## src/rtl/minisys_pkg.sv

```systemverilog
// Shared types and decode helpers for the memory/IO access path.
package minisys_pkg;

  typedef enum logic [1:0] {IDLE, RD_WAIT, IO_WAIT, DONE} state_t;

  typedef enum logic [1:0] {BYTE, HALF, WORD} size_t;

  // IO space is the top 1 KiB of the address map (addr[31:10] all ones).
  localparam logic [21:0] IO_REGION = '1;

  function automatic logic in_io_region(input logic [31:0] a);
    return a[31:10] == IO_REGION;
  endfunction

  function automatic size_t decode_size(input logic do_byte, input logic do_half);
    if (do_byte) return BYTE;
    if (do_half) return HALF;
    return WORD;
  endfunction

  function automatic logic is_aligned(input size_t sz, input logic [1:0] lane);
    case (sz)
      BYTE:    return 1'b1;
      HALF:    return !lane[0];
      default: return lane == 2'b00;
    endcase
  endfunction

endpackage

```

## src/rtl/lane_steer.sv

```systemverilog
// Byte-lane steering for stores and lane extraction with sign/zero extension for loads.
module lane_steer
  import minisys_pkg::*;
(
  input  size_t       size,
  input  logic [1:0]  lane,
  input  logic [31:0] data,
  input  logic        sign_ext,
  output logic [3:0]  wen,
  output logic [31:0] st_data,
  output logic [31:0] ld_data
);

  logic [7:0]  byte_sel;
  logic [15:0] half_sel;

  always_comb begin
    byte_sel = data[7:0];
    case (lane)
      2'd1:    byte_sel = data[15:8];
      2'd2:    byte_sel = data[23:16];
      2'd3:    byte_sel = data[31:24];
      default: byte_sel = data[7:0];
    endcase
    half_sel = lane[1] ? data[31:16] : data[15:0];

    wen     = '1;
    st_data = data;
    ld_data = data;
    case (size)
      BYTE: begin
        wen     = 4'b0001 << lane;
        st_data = {4{data[7:0]}};
        ld_data = {{24{sign_ext & byte_sel[7]}}, byte_sel};
      end
      HALF: begin
        wen     = lane[1] ? 4'b1100 : 4'b0011;
        st_data = {2{data[15:0]}};
        ld_data = {{16{sign_ext & half_sel[15]}}, half_sel};
      end
      default: begin
        wen     = '1;
        st_data = data;
        ld_data = data;
      end
    endcase
  end

endmodule

```

## src/rtl/mem_io_access_unit.sv

```systemverilog
// Responder for CPU memory/IO requests: drives data RAM and IO bus, stalls on loads and IO.
module mem_io_access_unit
  import minisys_pkg::*;
#(
  parameter int unsigned RAM_AW     = 14,
  parameter int unsigned IO_TIMEOUT = 15
) (
  input  logic              clock,
  input  logic              reset,
  input  logic              mem_read,
  input  logic [3:0]        mem_write,
  input  logic              io_read,
  input  logic              io_write,
  input  logic              do_byte,
  input  logic              do_half,
  input  logic              do_signed,
  input  logic [31:0]       addr,
  input  logic [31:0]       wdata,
  output logic [31:0]       rdata,
  output logic              done,
  output logic              stall,
  output logic              err,
  output logic [RAM_AW-1:0] ram_addr,
  output logic [3:0]        ram_wen,
  output logic [31:0]       ram_wdata,
  input  logic [31:0]       ram_rdata,
  output logic [9:0]        io_addr,
  output logic              io_rd,
  output logic              io_wr,
  output logic [31:0]       io_wdata,
  input  logic [31:0]       io_rdata,
  input  logic              io_ack
);

  state_t      state;
  size_t       sz_in, sz_q, sz_mux;
  logic [1:0]  lane_q, lane_mux;
  logic        sgn_q, sgn_mux;
  logic [31:0] din_mux, st_data, ld_data;
  logic [3:0]  st_wen;
  logic [7:0]  cnt;
  logic        req_ld, req_st, req_io, aligned_in, in_idle;
  logic        unused_addr;

  assign req_ld      = mem_read;
  assign req_st      = |mem_write;
  assign req_io      = io_read | io_write;
  assign sz_in       = decode_size(do_byte, do_half);
  assign aligned_in  = is_aligned(sz_in, addr[1:0]);
  assign in_idle     = reset && (state == IDLE);
  assign unused_addr = ^addr;

  // One steering unit serves both directions: live request fields while idle
  // (store steering), registered fields while waiting (load extraction).
  always_comb begin
    sz_mux   = sz_q;
    lane_mux = lane_q;
    sgn_mux  = sgn_q;
    din_mux  = (state == IO_WAIT) ? io_rdata : ram_rdata;
    if (state == IDLE) begin
      sz_mux   = sz_in;
      lane_mux = addr[1:0];
      sgn_mux  = do_signed;
      din_mux  = wdata;
    end
  end

  lane_steer u_steer (
    .size    (sz_mux),
    .lane    (lane_mux),
    .data    (din_mux),
    .sign_ext(sgn_mux),
    .wen     (st_wen),
    .st_data (st_data),
    .ld_data (ld_data)
  );

  assign ram_addr  = reset ? addr[RAM_AW+1:2] : '0;
  assign ram_wdata = in_idle ? st_data : '0;
  assign ram_wen   = (in_idle && req_st && !req_io && aligned_in) ? st_wen : '0;
  assign stall     = reset && ((state == IDLE && aligned_in && (req_io || (req_ld && !req_st)))
                               || state == RD_WAIT || state == IO_WAIT);

  always_ff @(posedge clock or negedge reset) begin
    if (!reset) begin
      state    <= IDLE;
      rdata    <= '0;
      done     <= 1'b0;
      err      <= 1'b0;
      io_rd    <= 1'b0;
      io_wr    <= 1'b0;
      io_addr  <= '0;
      io_wdata <= '0;
      sz_q     <= WORD;
      lane_q   <= '0;
      sgn_q    <= 1'b0;
      cnt      <= '0;
    end else begin
      done <= 1'b0;
      err  <= 1'b0;
      case (state)
        IDLE: begin
          if ((req_io || req_st || req_ld) && !aligned_in) begin
            rdata <= '0;
            err   <= 1'b1;
            done  <= 1'b1;
            state <= DONE;
          end else if (req_io) begin
            io_addr  <= addr[9:0];
            io_wdata <= st_data;
            io_rd    <= io_read;
            io_wr    <= io_write && !io_read;
            sz_q     <= sz_in;
            lane_q   <= addr[1:0];
            sgn_q    <= do_signed;
            cnt      <= '0;
            state    <= IO_WAIT;
          end else if (req_ld && !req_st) begin
            sz_q   <= sz_in;
            lane_q <= addr[1:0];
            sgn_q  <= do_signed;
            state  <= RD_WAIT;
          end
        end
        RD_WAIT: begin
          rdata <= ld_data;
          done  <= 1'b1;
          state <= DONE;
        end
        IO_WAIT: begin
          if (io_ack) begin
            if (io_rd) rdata <= ld_data;
            io_rd <= 1'b0;
            io_wr <= 1'b0;
            done  <= 1'b1;
            state <= DONE;
          end else if (cnt == 8'(IO_TIMEOUT - 1)) begin
            io_rd <= 1'b0;
            io_wr <= 1'b0;
            rdata <= '0;
            err   <= 1'b1;
            done  <= 1'b1;
            state <= DONE;
          end else begin
            cnt <= cnt + 8'd1;
          end
        end
        default: state <= IDLE;
      endcase
    end
  end

endmodule

```

## config.mk

```make
export PLATFORM = sky130hd
export DESIGN_NAME = mem_io_access_unit
export DESIGN_NICKNAME = d
export VERILOG_FILES = /design/src/rtl/minisys_pkg.sv /design/src/rtl/lane_steer.sv /design/src/rtl/mem_io_access_unit.sv
export SDC_FILE = /design/constraint.sdc
export NUM_CORES = 1
export LEC_CHECK = 0
export BUFFER_PORTS_ARGS = -buffer_cell sky130_fd_sc_hd__buf_2
export CAP_MARGIN = 5
export CORE_MARGIN = 10
export CORE_UTILIZATION = 40
export CTS_BUF_LIST = sky130_fd_sc_hd__clkbuf_4 sky130_fd_sc_hd__clkbuf_8
export CTS_CLUSTER_DIAMETER = 50
export DETAILED_ROUTE_END_ITERATION = 8
export HOLD_SLACK_MARGIN = 0.02
export PLACE_DENSITY = 0.7
export SLEW_MARGIN = 25
export SYNTH_ARGS = -nofsm -noshare
export SYNTH_HDL_FRONTEND = slang
export SYNTH_HIERARCHICAL = 1
export SYNTH_SLANG_ARGS = --single-unit
```

## constraint.sdc

```tcl
create_clock -name clock -period 5.1 [get_ports clock]
set_input_delay 0 -clock clock [delete_from_list [all_inputs] [get_ports clock]]
set_output_delay 0 -clock clock [all_outputs]
set_load 0.02 [all_outputs]
```

After elaboration in Yosys (flattened, before gate mapping)

Cells that the tools add are included.

Add/subtract/negate cells: 1
Equality and inequality tests: 16
Shift-type cells: 1
Muxes and demuxes: 58
Bitwise gates (word level): 4
Reductions and logical operators: 34

Operators with widths:

| kind                | count |
|---|---|
| $mux 32             | 7 |
| $pmux 32 s2         | 2 |
| $pmux 32 s3         | 1 |
| $mux 8              | 4 |
| $mux 2              | 15 |
| $pmux 8 s3          | 1 |
| $mux 1              | 16 |
| $mux 16             | 1 |
| $pmux 8 s2          | 1 |
| $mux 14             | 1 |
| $logic_and 1x1->1   | 10 |
| $add 8x1->8 const B | 1 |
| $eq 2x1->1 const B  | 4 |
| $eq 8x4->1 const B  | 1 |
| $logic_not 2->1     | 4 |
| $mux 4              | 2 |
| $ne 2x2->1 const B  | 4 |
| $pmux 1 s2          | 4 |
| $pmux 4 s2          | 1 |
| $reduce_and 4->1    | 2 |
| $eq 2x2->1 const B  | 3 |
| $pmux 2 s3          | 1 |
| $reduce_and 3->1    | 2 |
| $logic_not 1->1     | 5 |
| other kinds (15)    | 21 |

Register bits: 93
Input port bits: 141
Output and inout port bits: 129
Logic and storage cells: 126

Depth between registers and ports, before layout

Depth after elaboration: 11
Mapped depth: 14
Depth with buffers taken out: 9

Cells and area by module

The synthesis kept the hierarchy.

Modules (own cells, without submodules):

| module             | times used | cells an instance | area an instance (µm²) | seq. area each (µm²) |
|---|---|---|---|---|
| mem_io_access_unit | 1          | 522               | 5276.3                 | 2328.5 |
| lane_steer         | 1          | 185               | 1326.3                 | 0.0 |

Worst setup path after synthesis

No wires, ideal clock.

Kind: register to register
From: register state[0]
To: register rdata[23]
Setup time: 0.079 ns
Arrival time: 2.824 ns
Data required time: 5.021 ns
Slack: 2.197 ns
Stages on the path, launching flop included: 13
Path buffers: 3
Period minus slack after synthesis: 2.903 ns
Cells stage by stage: dfrtp_1 inv_1 ha_1 buf_2 buf_1 mux2i_1 o21ai_0 nor3_1 a2111o_1 buf_4 o211ai_2 nand2_1 mux2i_1

Cells in the longest elaborated chain, start to end: 9
Elaborated cells between the ends (all ways): 26
Those cells by class: eq/ne: 9; mux: 11; bitwise: 2; reduce/logical: 4

Ends and longest elaborated chain:

| what                     | RTL line                  | RTL |
|---|---|---|
| start: declaration       | mem_io_access_unit.sv:35  | `state_t state;` |
| start signal: assignment | mem_io_access_unit.sv:86  | `state <= IDLE;` |
| start signal: assignment | mem_io_access_unit.sv:107 | `state <= DONE;` |
| start signal: assignment | mem_io_access_unit.sv:117 | `state <= IO_WAIT;` |
| $eq 2x2->1               | mem_io_access_unit.sv:59  | `din_mux = (state == IO_WAIT) ? io_rdata : ram_rdata;` |
| $mux 32                  | mem_io_access_unit.sv:59  |  |
| $mux 32 (*)              | mem_io_access_unit.sv:60  | `if (state == IDLE) begin` |
| named net din_mux[7]     | mem_io_access_unit.sv:39  | `logic [31:0] din_mux, st_data, ld_data;` |
| $pmux 8 s3 (*)           | lane_steer.sv:19          | `case (lane)` |
| $and 1x1->1 (*)          | lane_steer.sv:34          | `ld_data = {{24{sign_ext & byte_sel[7]}}, byte_sel};` |
| $pmux 32 s2 (*)          | lane_steer.sv:30          | `case (size)` |
| named net ld_data[23]    | mem_io_access_unit.sv:39  |  |
| $mux 32                  | mem_io_access_unit.sv:132 | `if (io_rd) rdata <= ld_data;` |
| $mux 32                  | mem_io_access_unit.sv:131 | `if (io_ack) begin` |
| $pmux 32 s3 (*)          | mem_io_access_unit.sv:101 | `case (state)` |
| end signal: assignment   | mem_io_access_unit.sv:126 | `rdata <= ld_data;` |
| end signal: assignment   | mem_io_access_unit.sv:132 |  |
| end: declaration         | mem_io_access_unit.sv:19  | `output logic [31:0] rdata,` |

Mark *: on every way through the listed nets, which the timed path passes. The rest lies on a longest branch. The select of a mux whose other input is x is not followed.
A chain may end at the register's enable or synchronous reset.

Worst setup path in the final report

From: register state[0]
To: output port ram_wdata[30]

Cells in the longest elaborated chain, start to end: 5
Elaborated cells between the ends (all ways): 10
Those cells by class: eq/ne: 2; mux: 5; reduce/logical: 3

Ends and longest elaborated chain:

| what                  | RTL line                 | RTL |
|---|---|---|
| $eq 2x2->1            | mem_io_access_unit.sv:59 |  |
| $mux 32               | mem_io_access_unit.sv:59 |  |
| $mux 32 (*)           | mem_io_access_unit.sv:60 |  |
| named net din_mux[14] | mem_io_access_unit.sv:39 |  |
| $pmux 32 s2 (*)       | lane_steer.sv:30         |  |
| named net st_data[30] | mem_io_access_unit.sv:39 |  |
| $mux 32 (*)           | mem_io_access_unit.sv:79 | `assign ram_wdata = in_idle ? st_data : '0;` |
| end: declaration      | mem_io_access_unit.sv:25 | `output logic [31:0] ram_wdata,` |

Mark *: on every way through the listed nets, which the timed path passes. The rest lies on a longest branch.

==> results.py <==
metrics = {
    "outcome": {
        "outcome": "complete, no violations",
    },
    "final_layout": {
        "antenna_cells": 0,
        "regArea_um2": 2330,
        "instances_no_fill": 1156,
        "nFillCells": 1542,
        "finish.net_count": 1083,
        "final_cell_mix": "buf_2 (252), nand2_1 (110), dfrtp_1 (92)",
        "area_growth_syn_to_layout_pct": 24.8,
        "stdcell_area_um2": 8240,
        "post-route-util": 0.513,
        "mostFrequentLayoutCell": "buf_2",
        "drive_above_1_share": 0.409,
        "multi_input_area_um2": 3720,
    },
    "route": {
        "drc": 0,
        "wl_per_cell_um": 20.1,
        "drt-total-wl_um": 23200,
        "wl_met3_um": 2430,
        "m1WireLength_um": 9770,
        "drt_iter0_markers": 399,
        "num_vias": 6144,
        "wl_met2_um": 10800,
        "antenna_left": 0,
        "drtPass1Iterations": 5,
        "maxUsedRoutingLayer": "met4",
        "viasPerCell": 5.31,
    },
    "synth": {
        "yosysSeqAreaShare": 0.353,
        "synthArstFlopShare": 1.00,
        "avgSynthCellArea_um2": 9.34,
        "syn_area_um2": 6600,
        "synth_ff_type": "dfrtp_1",
        "synth.net_count": 855,
        "yosysUniqueCellTypes": 62,
        "syn-instance-count": 707,
        "ys_ff_latch": 93,
        "synth_edf_count": 0,
        "ys.warnings.count": 6,
    },
    "timing": {
        "maxSlewViolCount": 0,
        "hold_slack_ns": 0.0643,
        "setup_tns_ns": 0,
        "fin_worst_skew_ns": 0.0166,
        "rsz0062_at_grt": "no",
        "worst_pin_slew_ns": 1.05,
        "min_period_ns": 4.07,
        "finalWorstSetupSlack_ns": 1.03,
        "setup_violations": 0,
        "fmax_ghz": 0.245,
        "hold_viol": 0,
        "fin_crit_sh": 0.799,
        "maxSlewHeadroom": 0.294,
    },
    "placed_design": {
        "placed_cell_area_um2": 7870,
        "post-place-ws_ns": 1.43,
        "portBuffers": 253,
        "dpl.hpwl_um": 18100,
        "dp.cells": 1123,
        "gp_congestion": 0.925,
    },
    "floorplanning": {
        "core_um2": 16100,
        "die_h_um": 148,
        "start_util": 0.411,
        "rows": 46,
        "die-area_um2": 22000,
        "die_x_um": 148,
        "io-pin-count": 270,
    },
    "critical_path": {
        "cp.arrival_ns": 4.07,
        "critPathCaptureType": "output port",
        "worstSetupStartpointType": "flip-flop",
        "crit_type": "reg2out",
        "crit_required_ns": 5.10,
        "max_stage_delay_ns": 0.76,
        "slowest_stage": "o21ai_0",
        "crit_fanout": 25,
        "path_cells": "inv_1, ha_2, buf_4, buf_4, mux2i_1, o21ai_0, mux2i_1, o21ai_0, and3_1, buf_2",
    },
    "clock_network": {
        "post_cts_buffers": 0,
        "htree_levels": 3,
        "clk_pin_slew_ns": 0.09,
        "cts_buffers": 9,
        "cts_tree": "yes",
        "insertion_delay_ns": 0.39,
        "cts_hold_buffers": 17,
        "clock_sinks": 93,
        "cts-root-buf": "clkbuf_8",
        "cts-resized-gates": 0,
        "clk_path_buf_depth": 2,
    },
    "run": {
        "max_cap_viol_count": 0,
    },
    "worst_hold_path": {
        "min_path_type": "in2reg",
    },
    "grt": {
        "antenna_found_initial": 0,
        "grt_pass1_wl_um": 36000,
        "grt_max_degree": 85,
        "grt_pass1_vias": 6329,
        "grt_usage": 0.206,
        "grt.overflow.total": 0,
    },
    "power_and_ir_drop": {
        "irDropWorstVdd_uv": 349,
        "p_leak_nw": 4.27,
        "power.total_mw": 5.90,
        "power_density_nw_per_um2": 717,
    },
}
[layer usage]
layer	vias up	track usage
li1	2923	-
met1	2936	0.258
met2	270	0.332
met3	15	0.0758
met4	0	0.0436
met5	-	0
[worst paths after layout]
kind / end / cells past startpoint / slack, ns / from
max: ram_wdata[30] / 10 / 1.03 / state[0]
min: sz_q[0] / 3 / 0.06 / do_byte
max reg2reg: rdata[17] / 9 / 1.46 / state[0]
min reg2reg: io_wdata[31] / 1 / 0.51 / io_wdata[31]
max in group asynchronous: cnt[1] / 3 / 3.63 / reset
min in group asynchronous: io_addr[8] / 2 / 0.28 / reset
[power by group]
group          switching [mW]  internal, mW  total (mW)
Sequential              0.163          1.07        1.23
Clock                   0.285         0.228       0.513
Combinational            2.62          1.55        4.16
[critical path, delay by kind of cell (launching register included)]
family / cells / cell delay, ns
muxes: 2 / 0.28
AOI/OAI and AO/OA: 2 / 1.20
buffers and inverters: 4 / 1.04
DFF: 1 / 0.45
adders and majority gates: 1 / 0.48
and+or+nand+nor: 1 / 0.23
[cell families after synthesis]
| logic type | Yosys count | share of synthesized area |
|---|---|---|
| buffers and inverters | 114 | 0.0885 |
| DFF | 93 | 0.353 |
| and+or+nand+nor | 211 | 0.161 |
| AOI/OAI and AO/OA | 135 | 0.149 |
| adders and majority gates | 7 | 0.0133 |
| muxes | 147 | 0.236 |
[area by class of cell]
class,instances,area share
timing repair buffer,284,0.187
clock buffer,9,0.0150
clock inverter,7,0.00911
multi-input combinational,500,0.452
tap,216,0.0328
sequential,93,0.283
inverter,47,0.0214
[Yosys cell counts (all sizes together) (3+ instances only)]
cell         number  area share
nand2           110       0.063
dfrtp            92        0.35
mux2i            80        0.12
mux2             67        0.11
o21ai            56       0.042
inv              47       0.027
and3             35       0.033
clkbuf           33       0.019
buf              31       0.038
o211ai           19       0.034
and2             18       0.017
a22oi            13       0.015
o221ai           10       0.016
nor2              9      0.0051
nor2b             8      0.0087
a21oi             7      0.0053
ha                7       0.013
nand3             6      0.0045
o21bai            5      0.0057
a31oi             4      0.0038
a211o             3      0.0040
dlygate4sd3       3      0.0045
nand2b            3      0.0028
o31ai             3      0.0034
or2               3      0.0032
[flip-flops by register name (all words and copies together), names as in the netlist]
signal,count
io_addr,10
cnt,8
lane_q,2
state,2
sgn_q,1
io_rd,1
io_wdata,32
sz_q,2
done,1
io_wr,1
err,1
rdata,32
Power figures use the tool's default switching activity.
